**src/rtl/char_serial_tx.sv**
```systemverilog
// ---------------------------------------------------------------------------
// char_serial_tx
//
// Purpose:
//   Takes 7-bit ASCII codes from the character coder, buffers them in a
//   small FIFO and sends each one as an asynchronous serial frame:
//   start bit (0), 7 data bits LSB first, optional even-parity bit, and a
//   stop bit (1). Frames go out back-to-back while the FIFO has data. The
//   result can drive a UART-style line or a scope pin.
//
// Parameters:
//   CLKS_PER_BIT  CLK cycles per serial bit-time (>= 1)
//   FIFO_DEPTH    character buffer entries (power of 2, >= 2)
//   CNT_W         width of the completed-frame counter
//
// Ports:
//   CLK       in   1      system clock, all state changes on posedge
//   RST_N     in   1      asynchronous active-low reset
//   CHAR_IN   in   7      ASCII code, bit 6 = MSB
//   IN_VALID  in   1      CHAR_IN valid this cycle
//   IN_READY  out  1      FIFO can accept (combinational, = !full)
//   TXD       out  1      registered serial line, idle high
//   BUSY      out  1      FSM active or FIFO holding characters
//   OVERFLOW  out  1      sticky, set when IN_VALID arrives while not ready
//   CHAR_CNT  out  CNT_W  completed frames, wraps modulo 2**CNT_W
//
// Build option:
//   PARITY_TX_EN  when defined, an even-parity bit (XOR of the 7 data bits)
//                 is sent between the last data bit and the stop bit.
// ---------------------------------------------------------------------------
module char_serial_tx #(
    parameter int CLKS_PER_BIT = 4,
    parameter int FIFO_DEPTH   = 4,
    parameter int CNT_W        = 8
) (
    input  logic             CLK,
    input  logic             RST_N,
    input  logic [6:0]       CHAR_IN,
    input  logic             IN_VALID,
    output logic             IN_READY,
    output logic             TXD,
    output logic             BUSY,
    output logic             OVERFLOW,
    output logic [CNT_W-1:0] CHAR_CNT
);

    localparam int PTR_W = $clog2(FIFO_DEPTH);
    localparam int TMR_W = (CLKS_PER_BIT > 1) ? $clog2(CLKS_PER_BIT) : 1;
    localparam logic [TMR_W-1:0] TMR_MAX  = TMR_W'(CLKS_PER_BIT - 1);
    localparam logic [PTR_W:0]   FULL_CNT = (PTR_W + 1)'(FIFO_DEPTH);

`ifdef PARITY_TX_EN
    typedef enum logic [2:0] {IDLE, START, DATA, PARITY, STOP} state_t;
`else
    typedef enum logic [2:0] {IDLE, START, DATA, STOP} state_t;
`endif

    // ---------------------------------------------------------------
    // Character FIFO
    // ---------------------------------------------------------------
    logic [6:0]       fifo_mem [FIFO_DEPTH];
    logic [PTR_W-1:0] wr_ptr;
    logic [PTR_W-1:0] rd_ptr;
    logic [PTR_W:0]   fifo_count;
    logic             fifo_empty;
    logic             fifo_full;
    logic [6:0]       fifo_head;
    logic             push;
    logic             fsm_pop;

    assign fifo_empty = (fifo_count == '0);
    assign fifo_full  = (fifo_count == FULL_CNT);
    assign fifo_head  = fifo_mem[rd_ptr];

    // IN_READY depends only on the registered count, so a pop on the same
    // edge never lets a new character slip into a full buffer.
    assign IN_READY = !fifo_full;
    assign push     = IN_VALID && !fifo_full;

    // Storage needs no reset: an entry is only read after it was written.
    always_ff @(posedge CLK) begin
        if (push) begin
            fifo_mem[wr_ptr] <= CHAR_IN;
        end
    end

    always_ff @(posedge CLK or negedge RST_N) begin
        if (!RST_N) begin
            wr_ptr     <= '0;
            rd_ptr     <= '0;
            fifo_count <= '0;
        end else begin
            if (push) begin
                wr_ptr <= wr_ptr + 1'b1;
            end
            if (fsm_pop) begin
                rd_ptr <= rd_ptr + 1'b1;
            end
            case ({push, fsm_pop})
                2'b10:   fifo_count <= fifo_count + 1'b1;
                2'b01:   fifo_count <= fifo_count - 1'b1;
                default: fifo_count <= fifo_count;
            endcase
        end
    end

    // ---------------------------------------------------------------
    // Sticky overflow flag; the rejected character is simply dropped.
    // ---------------------------------------------------------------
    always_ff @(posedge CLK or negedge RST_N) begin
        if (!RST_N) begin
            OVERFLOW <= 1'b0;
        end else if (IN_VALID && fifo_full) begin
            OVERFLOW <= 1'b1;
        end
    end

    // ---------------------------------------------------------------
    // Transmit FSM
    // ---------------------------------------------------------------
    state_t           state;
    state_t           state_n;
    logic [TMR_W-1:0] timer;
    logic [TMR_W-1:0] timer_n;
    logic [2:0]       bit_idx;
    logic [2:0]       bit_idx_n;
    logic [6:0]       shift;
    logic [6:0]       shift_n;
    logic             txd_n;
    logic             tick;
    logic             frame_done;
`ifdef PARITY_TX_EN
    logic             par_q;
    logic             par_n;
`endif

    assign tick = (timer == TMR_MAX);
    assign BUSY = (state != IDLE) || !fifo_empty;

    always_ff @(posedge CLK or negedge RST_N) begin
        if (!RST_N) begin
            state    <= IDLE;
            timer    <= '0;
            bit_idx  <= '0;
            shift    <= '0;
            TXD      <= 1'b1;
            CHAR_CNT <= '0;
`ifdef PARITY_TX_EN
            par_q    <= 1'b0;
`endif
        end else begin
            state   <= state_n;
            timer   <= timer_n;
            bit_idx <= bit_idx_n;
            shift   <= shift_n;
            TXD     <= txd_n;
            if (frame_done) begin
                CHAR_CNT <= CHAR_CNT + 1'b1;
            end
`ifdef PARITY_TX_EN
            par_q   <= par_n;
`endif
        end
    end

    // TXD is registered from the *next* state so the line changes on the
    // same edge as the state does; a load at edge n+1 drives the start bit
    // from that edge. The shift register is consumed as bits go out, so the
    // parity bit is captured whole at load time.
    always_comb begin
        state_n    = state;
        timer_n    = tick ? '0 : timer + 1'b1;
        bit_idx_n  = bit_idx;
        shift_n    = shift;
        fsm_pop    = 1'b0;
        frame_done = 1'b0;
        txd_n      = 1'b1;
`ifdef PARITY_TX_EN
        par_n      = par_q;
`endif

        case (state)
            IDLE: begin
                timer_n = '0;
                if (!fifo_empty) begin
                    fsm_pop = 1'b1;
                    shift_n = fifo_head;
                    state_n = START;
`ifdef PARITY_TX_EN
                    par_n   = ^fifo_head;
`endif
                end
            end
            START: begin
                if (tick) begin
                    state_n   = DATA;
                    bit_idx_n = '0;
                end
            end
            DATA: begin
                if (tick) begin
                    shift_n = {1'b0, shift[6:1]};
                    if (bit_idx == 3'd6) begin
`ifdef PARITY_TX_EN
                        state_n = PARITY;
`else
                        state_n = STOP;
`endif
                    end else begin
                        bit_idx_n = bit_idx + 3'd1;
                    end
                end
            end
`ifdef PARITY_TX_EN
            PARITY: begin
                if (tick) begin
                    state_n = STOP;
                end
            end
`endif
            STOP: begin
                if (tick) begin
                    frame_done = 1'b1;
                    // Chain straight into the next frame when data waits.
                    if (!fifo_empty) begin
                        fsm_pop = 1'b1;
                        shift_n = fifo_head;
                        state_n = START;
`ifdef PARITY_TX_EN
                        par_n   = ^fifo_head;
`endif
                    end else begin
                        state_n = IDLE;
                    end
                end
            end
            default: begin
                state_n = IDLE;
            end
        endcase

        case (state_n)
            IDLE:    txd_n = 1'b1;
            START:   txd_n = 1'b0;
            DATA:    txd_n = shift_n[0];
`ifdef PARITY_TX_EN
            PARITY:  txd_n = par_n;
`endif
            STOP:    txd_n = 1'b1;
            default: txd_n = 1'b1;
        endcase
    end

endmodule

```
**config.mk**
```make
export PLATFORM = sky130hd
export DESIGN_NAME = char_serial_tx
export DESIGN_NICKNAME = d
export VERILOG_FILES = /design/src/rtl/char_serial_tx.sv
export SDC_FILE = /design/constraint.sdc
export NUM_CORES = 1
export LEC_CHECK = 0
export ABC_AREA = 1
export CAP_MARGIN = 40
export CORE_MARGIN = 3
export CORE_UTILIZATION = 60
export CTS_BUF_LIST = sky130_fd_sc_hd__clkbuf_4 sky130_fd_sc_hd__clkbuf_8
export CTS_CLUSTER_DIAMETER = 50
export DETAILED_ROUTE_END_ITERATION = 7
export GPL_TIMING_DRIVEN = 0
export PLACE_DENSITY = 0.93
export SYNTH_ARGS = -nofsm -noshare
export SYNTH_HDL_FRONTEND = slang
export SYNTH_SLANG_ARGS = --single-unit
export TNS_END_PERCENT = 5
```
**constraint.sdc**
```tcl
create_clock -name CLK -period 2.44 [get_ports CLK]
set_input_delay 0.488 -clock CLK [delete_from_list [all_inputs] [get_ports CLK]]
set_output_delay 0.488 -clock CLK [all_outputs]
set_load 0.02 [all_outputs]
```
* Yosys cells after proc, flatten, opt, wreduce, memory -nomap -nowiden
Memory sizes are Yosys's and may differ from the RTL's. Index checks and enable logic that the tools add are counted.
Operators by class: $add $sub $neg 7, equality and inequality tests 14, multiplexer cells 26, reductions and logical operators 13
Operator list (number):
- 3-bit 2-to-1 mux | 8
- 7-bit 2-to-1 mux | 3
- 7-bit one-hot mux with 3 select lines | 1
- 3-bit one-hot mux with 2 select lines | 2
- 3-bit one-hot mux with 4 select lines | 1
- 3-bit by 2-bit == test with 1-bit output, second input constant | 3
- 8-bit by 1-bit adder with 8-bit output, second input constant | 1
- 2-bit != test, second input constant | 4
- 1-bit 2-to-1 mux | 7
- 2-bit by 1-bit adder with 2-bit output, second input constant | 3
- 3-bit by 1-bit adder with 3-bit output, second input constant | 2
- 3-bit by 1-bit == test with 1-bit output, second input constant | 2
- 3-bit == test, second input constant | 2
- 3-bit logical NOT | 2
- 3-bit nonzero test | 2
- 2-bit == test, second input constant | 2
- 2-bit 2-to-1 mux | 2
- 1-bit one-hot mux with 2 select lines | 2
- 4-bit AND reduction | 1
- 2-bit nonzero test | 2
- 3-bit AND reduction | 1
- 3-bit by 1-bit subtractor with 3-bit output, second input constant | 1
- 2-bit by 1-bit == test with 1-bit output, second input constant | 1
- 1-bit logical AND | 2
- other kinds (2) | 3
Word-level totals: register bits after elaboration 32, bits in writable memories 28, input port bits 10, output and inout bits 12, logic and storage cells 72, memories 1
Memory list:
- fifo_mem | depth 4, bits a word 7, rd ports 1, clocked after Yosys merged registers in 0, write ports 1, RTL line 61 | logic [6:0] fifo_mem [FIFO_DEPTH];

* Longest topological paths before layout
word-level depth 6, mapped depth 11, depth with buffers taken out 11

* Worst setup path after synthesis
OpenSTA, ideal clock, no wires.
kind reg-to-reg, start point register timer[0], end point register fifo_count[2], setup time 0.131 ns, arrival time 1.945 ns, data required time 2.309 ns, slack 0.364 ns, stages on the path, launching flop included 12, path buffers 0, path through dfrtp_1 > ha_1 > nand4_2 > nand2_2 > nand2_2 > inv_1 > ha_1 > inv_1 > fa_1 > a21oi_1 > o21ai_0 > xor2_1
Between the ends: cells in the longest elaborated chain, start to end 5
RTL lines:
- start, declared | RTL line 123 | logic [TMR_W-1:0] timer;
- start signal, assigned | RTL line 153 | timer <= timer_n;
- 2-bit == test * | RTL line 137 | assign tick = (timer == TMR_MAX);
- 1-bit 2-to-1 mux * | RTL line 222 | if (tick) begin
- 1-bit one-hot mux with 2 select lines * | RTL line 182 | case (state)
- net fsm_pop | RTL line 69 | logic fsm_pop;
- 2-bit by 1-bit == test with 1-bit output or 2-bit == test (tied branches) | RTL line 99 | case ({push, fsm_pop})
- 3-bit one-hot mux with 2 select lines or 2-bit nonzero test (tied branches)
- end signal, assigned | RTL line 100 | 2'b10: fifo_count <= fifo_count + 1'b1;
- end signal, assigned | RTL line 101 | 2'b01: fifo_count <= fifo_count - 1'b1;
- end signal, assigned | RTL line 102 | default: fifo_count <= fifo_count;
- end, declared | RTL line 64 | logic [PTR_W:0] fifo_count;
Mark *: on every way through the listed nets, which the timed path passes. The rest lies on a longest branch. A chain may end at the register's enable or synchronous reset.

* Worst setup path in the final report
Ends and elaborated chain as after synthesis.

==> results.md <==
- Status: complete, no violations
- CTS Hold Buffers Added: 0
- Highest attainable clock frequency: about 440 MHz
- Post-synthesis register bit count: 60
- Number of CTS-inserted buffers: 9
- Combinational family with the most area after synthesis: simple AND/OR/NAND/NOR gates
- Global-route total usage across every layer: between 20% and 30%
- Top cell type's share of synthesized area: a little under a third
- Remaining global-route overflow: 0
- Setup TNS Final: 0 ns
- Drt drc: 0
- Sequential Area: 0.00164 sq mm
- Number of fillers in the final layout: roughly 300
- Required time at the endpoint of the critical path: 2.65 ns
- Critical Path End Type: register
- Instance count of the mapped netlist: around 270
- Highest-delay cell along the critical path: sky130_fd_sc_hd__dfrtp_1
- Antenna violations before repair: 0
- Fin crit period: 2.30 ns
- Adder-cell area share of the yosys netlist: ~4.8%
- H-Tree Depth: 3
- Post-DR vias/cell: roughly 5.4
- Number of buffers inserted by post-CTS setup repair: 0
- Class of the tightest hold or removal check: input pin to async pin
- Area leader, netlist: sky130_fd_sc_hd__edfxtp_1
- Num ports: 22
- TritonCTS clock tree: built
- Final Routed Wirelength: slightly above 5 mm
- Buffer type at the clock tree root: sky130_fd_sc_hd__clkbuf_8
- Async set-or-reset flop fraction in the synthesized netlist: 53.3%
- Cell leakage power: 1.45 nW
- Most common cell in the netlist: sky130_fd_sc_hd__nand2_1
- Count of warnings emitted by yosys: 0
- Number of antenna cells inserted: 0
- Leading post-synthesis cells by cell area: sky130_fd_sc_hd__edfxtp_1, sky130_fd_sc_hd__dfrtp_1, sky130_fd_sc_hd__nand2_1, sky130_fd_sc_hd__nor2_1, sky130_fd_sc_hd__ha_1
- XOR/XNOR Fraction of Synth Area: between 4 and 5%
- List of most frequent post-synthesis cells: sky130_fd_sc_hd__nand2_1, sky130_fd_sc_hd__nor2_1, sky130_fd_sc_hd__dfrtp_1
- Post-synthesis compound-gate area fraction: between 6 and 7%
- Vias in the first global route: 1939
- Die area: 0.00550 sq mm
- Share of layout cells above drive strength 1: around 15%
- Initial core utilization: 63.2%
- Transition time of the tightest slew-check pin: approximately 0.73 ns
- Wire length of the first global-routing pass: between 8 and 9 mm
- Startpoint Class: register
- Final net count: around 330
- Gpl congestion: roughly 0.76
- Setup violation total in the final timing report: 0
- Per-cell routed wire length: 14.2 microns
- Multiplexer area fraction after synthesis: 0%
- Worst rel slew slack: around 51%
- DRC marker count from the first detailed-route iteration: 77
- Final worst-path cycle share: between 90 and 100%
- Chip width: ~74 microns
- VDD IR-drop max: 0.629 mV
- Number of nets with antenna violations after routing: 0
- Leading register cell type out of synthesis: sky130_fd_sc_hd__dfrtp_1
- Via Count: 1941
- Share of synthesized area occupied by flip-flops and latches: 58.9%
- Drt pass-1 iters: 4
- Largest fanout on the critical path: 7
- Latest clock arrival within the worst-skew pair: 0.34 ns
- Most prevalent standard cell on the critical path: sky130_fd_sc_hd__inv_1
- Net count after synthesis: about 300
- Mean instance size in the synthesized netlist: approximately 10 sq um
- Area of the mapped netlist: approximately 0.0028 sq mm
- Critical Path AT: between 2 and 3 ns
- Total count of max-transition violations in the final report: 0
- Vertical die dimension: about 74 microns
- HPWL reported at the end of detailed placement: about 3.6 mm
- Port-buffer cells: 21
- Clock-pin slew on the worst setup and hold paths: roughly 0.070 ns
- Core box area: ~0.0044 sq mm
- Clock sinks: 60
- Chain of cells forming the critical path: ha_4, nand4_2, nand2_4, nand2_2, inv_1, ha_1, inv_1, fa_1, a21oi_1, o21ai_0, xor2_1
- Final clock skew: 0.00707 ns
- Number of rows created at floorplan: 24
- Area added between synthesis and finish: 17.1%
- Pin count of the biggest net entering global routing: 33
- Distinct cell type count after synthesis: 32
- Type of the setup path with the least slack: register to register
- Max Root-Sink Buffers: 2
- Post-CTS sizing: 1
- Design Power: ~3.6 mW
- Cell area power density: between 1000 and 1500 mW/mm^2
- Multi-input gate area in the final layout: 0.00103 sq mm
- Number of synthesized flops with an enable pin: 28
- Maximum Capacitance Violations: 0
- Number of hold violations in the final report: 0
- Simple-gate share of the synthesized area: 20.4%
- Longest individual stage delay on the worst path: 0.40 ns
- Setup repair after global routing missed its margin: false
-- cell families (layout without fill, tap and decap cells) --
family / count (synthesis) / in the layout
adder cells (fa/ha/maj): 10 / 10
AND/OR/NAND/NOR: 119 / 119
AO/OA/AOI/OAI: 36 / 36
flip-flops: 60 / 60
buffers and inverters: 34 / 71
other: 1 / 1
XOR/XNOR: 13 / 13
-- layout make-up --
class                   count  area share [%]
inverters                  29            3.33
clock buffers              10            4.02
well taps                  52            1.99
repair buffers             21            6.36
clock inverters             6            1.69
plain buffers               5           0.843
flip-flops and latches     60            50.3
multi-input cells         179            31.5
-- metal layers --
layer / routed length (microns) / GRT usage [%] / up-vias
li1: - / - / 958
met1: 2060 / 24.0 / 923
met2: 2740 / 35.0 / 47
met3: 263 / 5.68 / 13
met4: 85 / 12.5 / 0
met5: 0 / 0 / -
-- power breakdown --
| group | switching, mW | internal [mW] |
|---|---|---|
| Sequential | 0.159 | 1.35 |
| Clock | 0.377 | 0.472 |
| Combinational | 0.811 | 0.479 |
-- path summary, 6_finish.rpt --
kind                       startpoint       endpoint  slack (ns)  cells after the start
min                             RST_N    CHAR_CNT[5]        0.19                      1
max                          timer[0]  fifo_count[2]        0.14                     11
min in group CLK             OVERFLOW       OVERFLOW        0.47                      1
min reg2reg                  OVERFLOW       OVERFLOW        0.47                      1
max reg2reg                  timer[0]  fifo_count[2]        0.14                     11
max in group asynchronous       RST_N      wr_ptr[0]        1.80                      1
-- worst max-delay path, delay by kind of cell, from the launching register on --
kind / cells / cell delay [ns]
flip-flops: 1 / 0.40
buffers and inverters: 2 / 0.15
AND/OR/NAND/NOR: 3 / 0.42
adder cells (fa/ha/maj): 3 / 0.74
AO/OA/AOI/OAI: 2 / 0.29
XOR/XNOR: 1 / 0.17
-- state kept, by name (all words and copies together) (netlist names) --
register	flops
OVERFLOW	1
TXD	1
state	3
bit_idx	3
wr_ptr	2
rd_ptr	2
CHAR_CNT	8
shift	7
timer	2
fifo_mem	28
fifo_count	3
-- layout by cell type, fill, tap and decap left out, types with 5 or more instances in the layout --
cell type	instances
sky130_fd_sc_hd__nor2_1	39
sky130_fd_sc_hd__clkdlybuf4s50_1	19
sky130_fd_sc_hd__clkbuf_8	9
sky130_fd_sc_hd__o21ai_0	13
sky130_fd_sc_hd__nand3_1	18
sky130_fd_sc_hd__inv_1	25
sky130_fd_sc_hd__edfxtp_1	28
sky130_fd_sc_hd__ha_1	8
sky130_fd_sc_hd__dfrtp_1	31
sky130_fd_sc_hd__xnor2_1	5
sky130_fd_sc_hd__nand2_1	42
sky130_fd_sc_hd__a21oi_1	17
sky130_fd_sc_hd__xor2_1	8
-- metrics by stage --
| step | instance area (sq um) | hold slack [ns] | std cells | setup slack (ns) | util, % |
|---|---|---|---|---|---|
| 6_report | 3270 | 0.195 | 362 | 0.141 | 74.0 |
| 3_3_place_gp | 3070 | 0.429 | 346 | 0.147 | 69.4 |
| 5_1_grt | 3270 | 0.258 | 362 | 0.0142 | 74.0 |
| 3_5_place_dp | 3060 | 0.445 | 346 | -0.00793 | 69.3 |
| 2_1_floorplan | 2790 | 0.192 | 273 | 0.364 | - |
| 4_1_cts | 3250 | 0.215 | 362 | 0.00707 | 73.6 |
Note: power is estimated with default switching activity, not from simulation.
